<file path="src/rtl/task_stream_master.sv">
// task_stream_master
//   Master-side driver for a task. It takes a packet of signed samples from
//   upstream and sends each one low byte first on the task byte bus. It then
//   collects the task's 32-bit answer words into a one-deep output register
//   and checks the total answer length against the size the task reports.
//
// Ports
//   i_clk, i_rst            clock, synchronous active-high reset
//   i_s_* / o_s_ready       upstream sample stream (valid/ready, last)
//   o_tdata*, i_tready      task byte bus (valid/request, last)
//   i_tanswer_*, i_packet_size_in_bytes, o_tmanager_ready
//                           answer words from the task and reported size
//   o_ans_*, i_ans_ready    answer words to downstream (valid/ready, last)
//   o_busy                  high whenever the FSM is not idle
//   o_size_err              sticky length-mismatch flag, cleared at packet start
//   o_timeout               one-cycle answer watchdog pulse
//
// Configuration
//   TASK_STREAM_MASTER_TIMEOUT_EN  enables the answer watchdog. When it is
//   undefined, o_timeout is tied to 0 and WAIT_ANS waits indefinitely.
//
// States
//   IDLE     | ready for the first sample of a packet
//   SEND     | driving the bytes of the latched sample
//   FETCH    | last byte sent, waiting for the next sample of the packet
//   WAIT_ANS | accepting answer words from the task
//   DRAIN    | final answer word held, waiting for downstream to take it
module task_stream_master #(
  parameter int SAMPLE_WIDTH   = 16,
  parameter int MAX_SAMPLES    = 50,
  parameter int TIMEOUT_CYCLES = 1024
) (
  input  logic                    i_clk,
  input  logic                    i_rst,
  input  logic                    i_s_valid,
  input  logic [SAMPLE_WIDTH-1:0] i_s_data,
  input  logic                    i_s_last,
  output logic                    o_s_ready,
  output logic [7:0]              o_tdata,
  output logic                    o_tdata_valid,
  output logic                    o_tdata_last,
  input  logic                    i_tready,
  input  logic                    i_tanswer_ready,
  input  logic [31:0]             i_tanswer_data,
  input  logic                    i_tanswer_data_last,
  input  logic [11:0]             i_packet_size_in_bytes,
  output logic                    o_tmanager_ready,
  output logic                    o_ans_valid,
  output logic [31:0]             o_ans_data,
  output logic                    o_ans_last,
  input  logic                    i_ans_ready,
  output logic                    o_busy,
  output logic                    o_size_err,
  output logic                    o_timeout
);

  localparam int BYTES = SAMPLE_WIDTH / 8;
  localparam int IDX_W = (BYTES > 1) ? $clog2(BYTES) : 1;
  localparam int CNT_W = $clog2(MAX_SAMPLES + 1);
  localparam logic [IDX_W-1:0] IDX_LAST = IDX_W'(BYTES - 1);

  typedef enum logic [2:0] {
    ST_IDLE,
    ST_SEND,
    ST_FETCH,
    ST_WAIT_ANS,
    ST_DRAIN
  } state_t;

  state_t                  state_q, state_d;
  logic [SAMPLE_WIDTH-1:0] sample_q, sample_d;
  logic                    last_q, last_d;
  logic [IDX_W-1:0]        idx_q, idx_d;
  logic [CNT_W-1:0]        scnt_q, scnt_d;
  logic [11:0]             bcnt_q, bcnt_d;
  logic                    size_err_q, size_err_d;
  logic                    ans_valid_q, ans_valid_d;
  logic [31:0]             ans_data_q, ans_data_d;
  logic                    ans_last_q, ans_last_d;

`ifdef TASK_STREAM_MASTER_TIMEOUT_EN
  localparam int WD_W = (TIMEOUT_CYCLES > 1) ? $clog2(TIMEOUT_CYCLES) : 1;
  localparam logic [WD_W-1:0] WD_LOAD = WD_W'(TIMEOUT_CYCLES - 1);
  logic [WD_W-1:0] wd_q, wd_d;
  logic            timeout_q, timeout_d;
`endif

  logic       forced_last;
  logic       pkt_last;
  logic       on_last_byte;
  logic       byte_xfer;
  logic       s_ready;
  logic       s_xfer;
  logic       tm_ready;
  logic       a_xfer;
  logic       d_xfer;
  logic [11:0] bcnt_inc;
  logic [7:0]  byte_sel;

  // The sample that fills the packet to MAX_SAMPLES closes it even without i_s_last.
  assign forced_last  = (scnt_q == CNT_W'(MAX_SAMPLES));
  assign pkt_last     = last_q | forced_last;
  assign on_last_byte = (idx_q == IDX_LAST);
  assign byte_xfer    = (state_q == ST_SEND) & i_tready;

  always_comb begin
    byte_sel = '0;
    for (int b = 0; b < BYTES; b++) begin
      if (idx_q == IDX_W'(b)) byte_sel = sample_q[8*b +: 8];
    end
  end

  // The next sample is fetched in the same cycle as the final byte of the
  // current one, so back-to-back samples stream without a gap.
  always_comb begin
    s_ready = 1'b0;
    case (state_q)
      ST_IDLE, ST_FETCH: s_ready = 1'b1;
      ST_SEND:           s_ready = byte_xfer & on_last_byte & ~pkt_last;
      default:           s_ready = 1'b0;
    endcase
    s_ready = s_ready & ~i_rst;
  end

  assign s_xfer   = s_ready & i_s_valid;
  assign tm_ready = (state_q == ST_WAIT_ANS) & (~ans_valid_q | i_ans_ready) & ~i_rst;
  assign a_xfer   = tm_ready & i_tanswer_ready;
  assign d_xfer   = ans_valid_q & i_ans_ready;
  assign bcnt_inc = (bcnt_q > 12'd4091) ? 12'hFFF : bcnt_q + 12'd4;

  always_comb begin
    state_d     = state_q;
    sample_d    = sample_q;
    last_d      = last_q;
    idx_d       = idx_q;
    scnt_d      = scnt_q;
    bcnt_d      = bcnt_q;
    size_err_d  = size_err_q;
    ans_valid_d = ans_valid_q;
    ans_data_d  = ans_data_q;
    ans_last_d  = ans_last_q;
`ifdef TASK_STREAM_MASTER_TIMEOUT_EN
    wd_d        = wd_q;
    timeout_d   = 1'b0;
`endif

    // Load and drain can happen in the same cycle, so the register never bubbles.
    if (a_xfer) begin
      ans_valid_d = 1'b1;
      ans_data_d  = i_tanswer_data;
      ans_last_d  = i_tanswer_data_last;
    end else if (d_xfer) begin
      ans_valid_d = 1'b0;
    end

    case (state_q)
      ST_IDLE: begin
        if (s_xfer) begin
          sample_d   = i_s_data;
          last_d     = i_s_last;
          idx_d      = '0;
          scnt_d     = CNT_W'(1);
          bcnt_d     = '0;
          size_err_d = 1'b0;
          state_d    = ST_SEND;
        end
      end
      ST_SEND: begin
        if (byte_xfer) begin
          if (!on_last_byte) begin
            idx_d = idx_q + IDX_W'(1);
          end else if (pkt_last) begin
            if (forced_last && !last_q) size_err_d = 1'b1;
            state_d = ST_WAIT_ANS;
`ifdef TASK_STREAM_MASTER_TIMEOUT_EN
            wd_d    = WD_LOAD;
`endif
          end else if (s_xfer) begin
            sample_d = i_s_data;
            last_d   = i_s_last;
            idx_d    = '0;
            scnt_d   = scnt_q + CNT_W'(1);
          end else begin
            state_d = ST_FETCH;
          end
        end
      end
      ST_FETCH: begin
        if (s_xfer) begin
          sample_d = i_s_data;
          last_d   = i_s_last;
          idx_d    = '0;
          scnt_d   = scnt_q + CNT_W'(1);
          state_d  = ST_SEND;
        end
      end
      ST_WAIT_ANS: begin
        if (a_xfer) begin
          bcnt_d = bcnt_inc;
          if (i_tanswer_data_last) begin
            size_err_d = size_err_q | (bcnt_inc != i_packet_size_in_bytes);
            state_d    = ST_DRAIN;
          end
`ifdef TASK_STREAM_MASTER_TIMEOUT_EN
          wd_d = WD_LOAD;
        end else if (wd_q == '0) begin
          timeout_d   = 1'b1;
          size_err_d  = 1'b1;
          ans_valid_d = 1'b0;
          state_d     = ST_IDLE;
        end else begin
          wd_d = wd_q - WD_W'(1);
`endif
        end
      end
      ST_DRAIN: begin
        if (!ans_valid_q || d_xfer) state_d = ST_IDLE;
      end
      default: state_d = ST_IDLE;
    endcase
  end

  always_ff @(posedge i_clk) begin
    if (i_rst) begin
      state_q     <= ST_IDLE;
      sample_q    <= '0;
      last_q      <= 1'b0;
      idx_q       <= '0;
      scnt_q      <= '0;
      bcnt_q      <= '0;
      size_err_q  <= 1'b0;
      ans_valid_q <= 1'b0;
      ans_data_q  <= '0;
      ans_last_q  <= 1'b0;
`ifdef TASK_STREAM_MASTER_TIMEOUT_EN
      wd_q        <= '0;
      timeout_q   <= 1'b0;
`endif
    end else begin
      state_q     <= state_d;
      sample_q    <= sample_d;
      last_q      <= last_d;
      idx_q       <= idx_d;
      scnt_q      <= scnt_d;
      bcnt_q      <= bcnt_d;
      size_err_q  <= size_err_d;
      ans_valid_q <= ans_valid_d;
      ans_data_q  <= ans_data_d;
      ans_last_q  <= ans_last_d;
`ifdef TASK_STREAM_MASTER_TIMEOUT_EN
      wd_q        <= wd_d;
      timeout_q   <= timeout_d;
`endif
    end
  end

  assign o_s_ready        = s_ready;
  assign o_tdata_valid    = (state_q == ST_SEND);
  assign o_tdata          = (state_q == ST_SEND) ? byte_sel : 8'h00;
  assign o_tdata_last     = (state_q == ST_SEND) & on_last_byte & pkt_last;
  assign o_tmanager_ready = tm_ready;
  assign o_ans_valid      = ans_valid_q;
  assign o_ans_data       = ans_data_q;
  assign o_ans_last       = ans_last_q;
  assign o_busy           = (state_q != ST_IDLE);
  assign o_size_err       = size_err_q;
`ifdef TASK_STREAM_MASTER_TIMEOUT_EN
  assign o_timeout        = timeout_q;
`else
  assign o_timeout        = 1'b0;
`endif

endmodule

</file>
<file path="config.mk">
export PLATFORM = sky130hd
export DESIGN_NAME = task_stream_master
export DESIGN_NICKNAME = d
export VERILOG_FILES = /design/src/rtl/task_stream_master.sv
export SDC_FILE = /design/constraint.sdc
export NUM_CORES = 1
export LEC_CHECK = 0
export BUFFER_PORTS_ARGS = -buffer_cell sky130_fd_sc_hd__buf_2
export CORE_MARGIN = 8
export CORE_UTILIZATION = 46
export DETAILED_ROUTE_END_ITERATION = 10
export PLACE_DENSITY = 0.81
export SLEW_MARGIN = 20
export SYNTH_ARGS = -nofsm -noshare
export SYNTH_HDL_FRONTEND = slang
export SYNTH_SLANG_ARGS = --single-unit
export TNS_END_PERCENT = 30
</file>
<file path="constraint.sdc">
create_clock -name i_clk -period 2.45 [get_ports i_clk]
set_clock_uncertainty 0.1 [all_clocks]
set_input_delay 0.3675 -clock i_clk [delete_from_list [all_inputs] [get_ports i_clk]]
set_output_delay 0.3675 -clock i_clk [all_outputs]
set_load 0.05 [all_outputs]
</file>
; Word-level counts from Yosys, hierarchy flattened
; Index checks and enable logic that the tools add are counted.
[op_classes]
addsub = 3
order_cmp = 1
n_eq_ne = 17
n_mux = 47
n_bitwise = 17
reduce_logical = 18
[ops]
columns = cell, count
row1 = $mux 16, 4
row2 = $mux 12, 3
row3 = $pmux 16 s2, 1
row4 = $mux 6, 5
row5 = $mux 3, 8
row6 = $pmux 12 s2, 1
row7 = $pmux 6 s3, 1
row8 = $mux 1, 17
row9 = $mux 8, 2
row10 = $add 12x3->12 const B, 1
row11 = $gt 12x12->1 const B, 1
row12 = $ne 12x12->1, 1
row13 = $pmux 3 s4, 1
row14 = $and 1x1->1, 11
row15 = $ne 2x1->1 const B, 5
row16 = $ne 2x2->1 const B, 5
row17 = $reduce_bool 3->1, 3
row18 = $reduce_and 8->1, 1
row19 = $reduce_and 7->1, 1
row20 = $add 6x1->6 const B, 1
row21 = $eq 3x2->1 const B, 2
row22 = $eq 6x6->1 const B, 1
row23 = $pmux 1 s2, 3
row24 = $reduce_and 3->1, 2
row25 = 15 further kinds, 22
[word_totals]
ff_bits = 74
input_bits = 68
out_inout_bits = 49

; Depth between registers and ports, before layout
; Gate-level depths: netlist of run 1.
[depth]
word_depth = 12
ltp_mapped = 9

; Worst setup path before layout of run 1
; OpenSTA, ideal clock, no wires.
[synth_timing]
path_kind = reg2reg
from = register ans_valid_q, in the netlist o_ans_valid
to = register ans_data_q[0], in the netlist o_ans_data[0]
setup_ps = 74
t_arrival_ps = 2701
required_time_ps = 2276
path_slack_ps = -426
path_stages_with_launch = 9
cell_sequence = dfxtp_1 > nor2b_1 > nor3_1 > and2_1 > clkbuf_1 > buf_2 > buf_2 > nand2_1 > o21ai_0
[synth_between]
elab_chain_len = 5
[synth_lines]
columns = element, line
row1 = start: declaration, 77  ; logic ans_valid_q, ans_valid_d;
row2 = start signal: assignment, 247  ; ans_valid_q <= ans_valid_d;
row3 = $not 1->1, 126  ; assign tm_ready = (state_q == ST_WAIT_ANS) & (~ans_valid_q | i_ans_ready) & ~i_rst;
row4 = $or 1x1->1, 126
row5 = $and 1x1->1 (2 in a row), 126
row6 = net o_tmanager_ready, 47  ; output logic o_tmanager_ready,
row7 = $and 1x1->1, 127  ; assign a_xfer = tm_ready & i_tanswer_ready;
row8 = end signal: assignment, 248  ; ans_data_q <= ans_data_d;
row9 = end: declaration, 78  ; logic [31:0] ans_data_q, ans_data_d;
; The timed path passes the listed nets, and every way through them passes these cells.
; A chain may end at the register's enable or synchronous reset.

; Worst setup path after layout of run 1
[layout_timing]
from = register scnt_q[0]
to = output port o_s_ready
[layout_between]
elab_chain_len = 6
[layout_lines]
columns = element, line
row1 = start: declaration, 74  ; logic [CNT_W-1:0] scnt_q, scnt_d;
row2 = start signal: assignment, 244  ; scnt_q <= scnt_d;
row3 = $eq 6x6->1, 101  ; assign forced_last = (scnt_q == CNT_W'(MAX_SAMPLES));
row4 = $or 1x1->1, 102  ; assign pkt_last = last_q | forced_last;
row5 = $not 1->1, 119  ; ST_SEND: s_ready = byte_xfer & on_last_byte & ~pkt_last;
row6 = $and 1x1->1, 119
row7 = $pmux 1 s2, 117  ; case (state_q)
row8 = $and 1x1->1, 122  ; s_ready = s_ready & ~i_rst;
row9 = end: declaration, 38  ; output logic o_s_ready,
; No other way between the ends.

==> results of run 1 <==
[final timing paths]
kind / to / depth (start not counted)
worst max-delay path: o_s_ready / 5
worst min-delay path: o_ans_data[0] / 3
worst max register to register: o_size_err / 10
worst min register to register: o_ans_data[11] / 2
[through the flow]
stage               setup slack [ns]  setup TNS, ns
floorplan                     -0.278         -0.278
global placement              0.0656              0
detailed placement           0.00677              0
CTS                         -0.00985       -0.00985
global route                  0.0195              0
finish                         0.127              0
[registers in the layout, indices dropped and copies added (netlist names), 3 cells and up]
register and flops:
o_ans_data 32, sample_q 16, state_q 3, scnt_q 6, bcnt_q 12
[layout make-up]
class	instances	area (sq um)
Fill cell	703	3130
Multi-Input combinational cell	328	1990
Sequential cell	74	1480
Timing Repair Buffer	132	722
Clock buffer	10	138
Tap cell	102	128
Clock inverter	6	65.1
Inverter	9	33.8
[kinds of logic after synthesis]
family / count (synthesis) / share of synthesized area, %
muxes: 27 / 7.46
other: 1 / 0.103
buffers and inverters: 38 / 5.26
xor gates and xnor gates: 16 / 3.85
AOI/OAI and AO/OA: 100 / 17.9
and+or+nand+nor: 180 / 23.3
adders and majority gates: 4 / 1.38
DFF: 74 / 40.7
[worst max-delay path, cell delays in order, from the launching register on]
cell and delay (ns):
dfxtp_2 0.36, inv_1 0.05, ha_1 0.22, a2111o_1 0.44
a211oi_2 0.26, buf_6 0.19
[cell usage after synthesis, types with 2 or more instances]
cell | number | area (sq um)
a211oi_1 | 4 | 30.0
a21o_1 | 4 | 30.0
a21oi_1 | 20 | 100
a22oi_1 | 2 | 15.0
a311oi_1 | 5 | 43.8
a31oi_1 | 2 | 12.5
and2_1 | 5 | 31.3
and3_1 | 5 | 31.3
and4_1 | 3 | 26.3
buf_2 | 6 | 30.0
buf_4 | 5 | 37.5
buf_6 | 3 | 33.8
clkbuf_1 | 14 | 52.6
dfxtp_1 | 74 | 1480
ha_1 | 4 | 50.1
inv_1 | 8 | 30.0
mux2i_1 | 26 | 260
nand2_1 | 84 | 315
nand2b_1 | 3 | 18.8
nand3_1 | 8 | 40.0
nand4_1 | 6 | 37.5
nor2_1 | 42 | 158
nor2b_1 | 4 | 25.0
nor3_1 | 7 | 35.0
nor4_1 | 2 | 12.5
o21ai_0 | 48 | 240
or3_1 | 2 | 12.5
xnor2_1 | 8 | 70.1
xor2_1 | 8 | 70.1
[what timing repair did]
action                                  4_1_cts  5_1_grt
hold endpoints to repair                      0        0
resized for setup                             1        7
pin swaps                                     0        1
buffers inserted                              0        2
endpoints found under the setup margin        2        3
[layer usage]
metal	up-vias	wire length, um
met5	-	0
met4	0	121
met3	13	770
met2	123	4670
met1	1573	4420
li1	1744	-
[power by group through the flow]
stage | Clock (W) | Combinational, W | Sequential, W
floorplan | 0 | 0.000150 | 0.00127
detailed placement | 0 | 0.000249 | 0.00126
global placement | 0 | 0.000243 | 0.00126
finish | 0.000968 | 0.000254 | 0.00124
CTS | 0.000992 | 0.000252 | 0.00124
global route | 0.00106 | 0.000277 | 0.00124
[placed cells by master (no fill, tap or decap), drive strengths merged, types with 2 or more instances in the layout]
cell,instances
nor3,7
nand2b,3
clkinv,4
o21ai,48
nor2b,4
and4,4
nor2,42
dfxtp,74
a211oi,5
clkbuf,10
nand4,6
a22oi,2
buf,132
a31oi,2
ha,4
a21o,4
a21oi,20
nand2,85
a2111oi,2
mux2i,26
xor2,8
inv,9
xnor2,8
and3,5
nand3,9
and2,5
a311oi,5
or3,2
nor4,3
==> results.ini, run 1 <==
[pwr]
comb_power_share_pct=10.3
power_density_nw_per_um2=539
seq_power_share_pct=50.3
intPower_w=0.00183
p_switching_w=0.000631
irDropWorstVdd_uv=512
p_clk_share_pct=39.3
switching_share_pct=25.6
p_leak_nw=1.93
p_total_w=0.00246

[run]
max-cap-violations=0

[synthesis]
syn_area_sq_um=3640
syn_nets=512
synth-async-reset-ratio_pct=0
ys_ff_latch=74
yosysSeqAreaShare_pct=40.7
yosys_warnings=0
synthFlopType=dfxtp_1
syn_avg_cell_area_sq_um=8.27
synth-edff-count=0
synth_cells=440
ys_types=57

[setup_path]
crit_path_max_fanout=5
cp-startpoint=scnt_q[0]
r2r_setup_slack_ns=0.13
crit_required_ns=1.98
end_kind=output port
critPathLaunchType=register
r2r_start=bcnt_q[2]
path_class=reg -> out
cp.arrival_ns=1.86

[placed_design]
hpwl_um=7500
place_area_sq_um=4320
place_inst=643
gp_congestion=0.903
port_buffers=115

[cts]
clockBufferDepth=2
cts_tree=done
clock_latency_ns=0.34
cts_buffers=9
cts-root-buf=clkbuf_8
clkSlewWorstSetupHoldPaths_ns=0.08
cts_hold_buf=0
clkSinkCount=74
htreeDepth=3

[routing]
viasPerCell=5.22
drtIter0Drc=149
wl_per_cell_um=15.1
wirelength_um=9990
num_vias=3453
ant_nets=0
drtPass1Iterations=4
drc=0

[timing]
finalMaxSlewViolations=0
period_share_pct=94.8
layout_min_cycle_time_ns=2.32
finalSetupViolCount=0
max_freq_mhz=430
hold_ws_ns=0.116
rsz0062_at_grt=no
hold_viol=0

[outcome]
status=finished, final reports clean

[layout]
syn2layout_area_growth_pct=25.3
antenna_cells=0
design_area_sq_um=4560
instances_no_fill=661
nNetsFinal=626
utilization_pct=59.3
drive_gt1_share_pct=29.9

[die]
start_util_pct=47.3
die_width_um=105
dieHeight_um=105
core_sq_um=7690
fp.dieArea_sq_um=11000
core.rowCount=32
io_pins=117

[global_route]
met3_usage_pct=6.94
grt_usage_pct=17.5
grt_pass1_vias=3320
antenna_found_initial=0
grt_pass1_wl_um=16000
grt_start_max_net_pins=65
met1_usage_pct=20.6
grt.busiest_layer=met2
met2_usage_pct=28.3
grt_overflow=0

[min_path]
min_path_type=in -> reg
hold_start=i_tanswer_data[0]

No activity file was read; power rests on OpenSTA's default activity.
==> run 2, diff against run 1 <==
--- a/config.mk
+++ b/config.mk
@@ -7,9 +7,10 @@
 export LEC_CHECK = 0
 export BUFFER_PORTS_ARGS = -buffer_cell sky130_fd_sc_hd__buf_2
 export CORE_MARGIN = 8
-export CORE_UTILIZATION = 46
+export CORE_UTILIZATION = 55
 export DETAILED_ROUTE_END_ITERATION = 10
-export PLACE_DENSITY = 0.81
+export GPL_TIMING_DRIVEN = 0
+export PLACE_DENSITY = 0.9
 export SLEW_MARGIN = 20
 export SYNTH_ARGS = -nofsm -noshare
 export SYNTH_HDL_FRONTEND = slang
==> constraint.sdc (replaced) <==
create_clock -name i_clk -period 2.9 [get_ports i_clk]
set_clock_uncertainty 0.1 [all_clocks]
set_input_delay 0.435 -clock i_clk [delete_from_list [all_inputs] [get_ports i_clk]]
set_output_delay 0.435 -clock i_clk [all_outputs]
set_load 0.05 [all_outputs]
==> run 2 against run 1 <==
Sequential share of layout area is 0.11 points lower. Sequential cell count unchanged. Combinational power is 16% lower. Total power is 12% lower. First-iteration DRC count rose by 66%. Hold slack better by 0.066 ns. Largest power group unchanged.
==> results.ini, run 2 (synthesis gave the netlist of run 1 again) <==
[setup_path]
path_cells=buf_1 > nand3_1 > inv_1 > and3_1 > buf_2
crit_path_max_fanout=10
end_kind=output port
max_stage_delay_ns=0.40
critPathLaunchType=register
rr_worst_depth=7
crit_path_top_delay_cell=nand3_1
crit_required_ns=2.37
crit_buf_inv=3
path_class=reg -> out
cp.arrival_ns=2.20
r2r_setup_slack_ns=0.18
reg2reg_to=o_size_err
critPathTopFamily=buffers and inverters
r2r_start=bcnt_q[3]
worst-path-stages=5

[timing]
slew_headroom_pct=55.3
layout_min_cycle_time_ns=2.73
tns_ns=0
hold_viol=0
tightest_slew_ns=0.671
rsz0062_at_grt=no
finalSetupViolCount=0
fin_ws_ns=0.165
finalMaxSlewViolations=0
period_share_pct=94.3
max_freq_mhz=366

[cts]
cts_buffers=9
clkSlewWorstSetupHoldPaths_ns=0.08
cts_hold_buf=0
clockBufferDepth=2
htreeDepth=3
clock_latency_ns=0.34
cts_tree=done
clkSinkCount=74
cts-root-buf=clkbuf_8
post_cts_buffers=0
post_cts_resized=0

[pwr]
irDropWorstVdd_uv=397
p_leak_nw=1.96
comb_power_share_pct=9.9
seq_power_share_pct=48.4
switching_share_pct=24.5
p_switching_w=0.000528
power_density_nw_per_um2=472
intPower_w=0.00163
p_clk_share_pct=41.6

[global_route]
grt_start_max_net_pins=14
grt_overflow=0
grt_pass1_vias=3656
grt_pass1_wl_um=17300
antenna_found_initial=0
grt_usage_pct=21.5

[routing]
wl_per_cell_um=16.3
drtPass1Iterations=5
viasPerCell=5.74
ant_nets=0
drc=0
num_vias=3740
wirelength_um=10600
drtIter0Drc=248

[placed_design]
gp_congestion=0.881
hpwl_um=8010
dp_slack_ns=0.0577
port_buffers=115

[layout]
final_common_cell=buf_2
nNetsFinal=642
antenna_cells=0
syn2layout_area_growth_pct=25.5
drive_gt1_share_pct=27.8
layout_common_cells=121 x buf_2, 84 x nand2_1, 74 x dfxtp_1
largest_reg_flops=32

[min_path]
min_path_type=in -> reg
hold_start=i_tanswer_data[27]
min_to=o_ans_data[27]
worstHoldPathCells=3

[outcome]
status=finished, final reports clean

[die]
dieHeight_um=97.4
core_sq_um=6390
core.rowCount=29
io_pins=117
start_util_pct=57.0
die_width_um=97.4
fp.dieArea_sq_um=9480

[run]
max-cap-violations=0

-- run 2: final cells by class --
cell class	instances	area, sq um
clock inverter	6	90.1
inverter	9	33.8
multi-input combinational	328	1970
clock buffer	10	138
tap	77	96.3
sequential	74	1480
timing repair buffer	119	606
buffer	29	158
fill	520	1820
-- run 2: per-layer routing --
| metal | GRT usage [%] | share of wire (%) |
|---|---|---|
| met5 | 0 | 0 |
| met1 | 24.9 | 41 |
| met2 | 36.8 | 49 |
| met4 | 7.11 | 1.5 |
| met3 | 6.76 | 8.2 |
-- run 2: power by group through the flow --
| stage | logic [W] | registers [W] | clock network (W) |
|---|---|---|---|
| floorplan | 0.000127 | 0.00107 | 0 |
| global placement | 0.000207 | 0.00107 | 0 |
| detailed placement | 0.000212 | 0.00107 | 0 |
| CTS | 0.000214 | 0.00104 | 0.000903 |
| global route | 0.000233 | 0.00105 | 0.000947 |
| finish | 0.000214 | 0.00104 | 0.000898 |
-- run 2: worst max path at each step --
stage                            from             to  slack (ns)
after floorplan           o_ans_valid  o_ans_data[0]        0.02
after global placement      bcnt_q[3]     o_size_err        0.17
after detailed placement    bcnt_q[3]     o_size_err        0.06
after CTS                   bcnt_q[3]     o_size_err        0.05
after global routing       state_q[0]   o_tdata_last        0.05
final                      state_q[0]   o_tdata_last        0.17
-- run 2: metrics by stage --
step | instance area (sq um) | instances | power, W | util, % | hold slack [ns]
final | 4570 | 652 | 0.00216 | 71.6 | 0.182
after global routing | 4570 | 652 | 0.00223 | 71.6 | 0.174
after CTS | 4540 | 648 | 0.00216 | 71.1 | 0.170
after detailed placement | 4310 | 632 | 0.00128 | 67.5 | 0.349
after global placement | 4310 | 632 | 0.00127 | 67.5 | 0.342
after floorplan | 3640 | 440 | 0.00120 | - | 0.359
-- run 2: worst min-delay path, stage by stage --
cell     delay (ns)
buf_2          0.07
nand2_1        0.03
o21ai_0        0.05
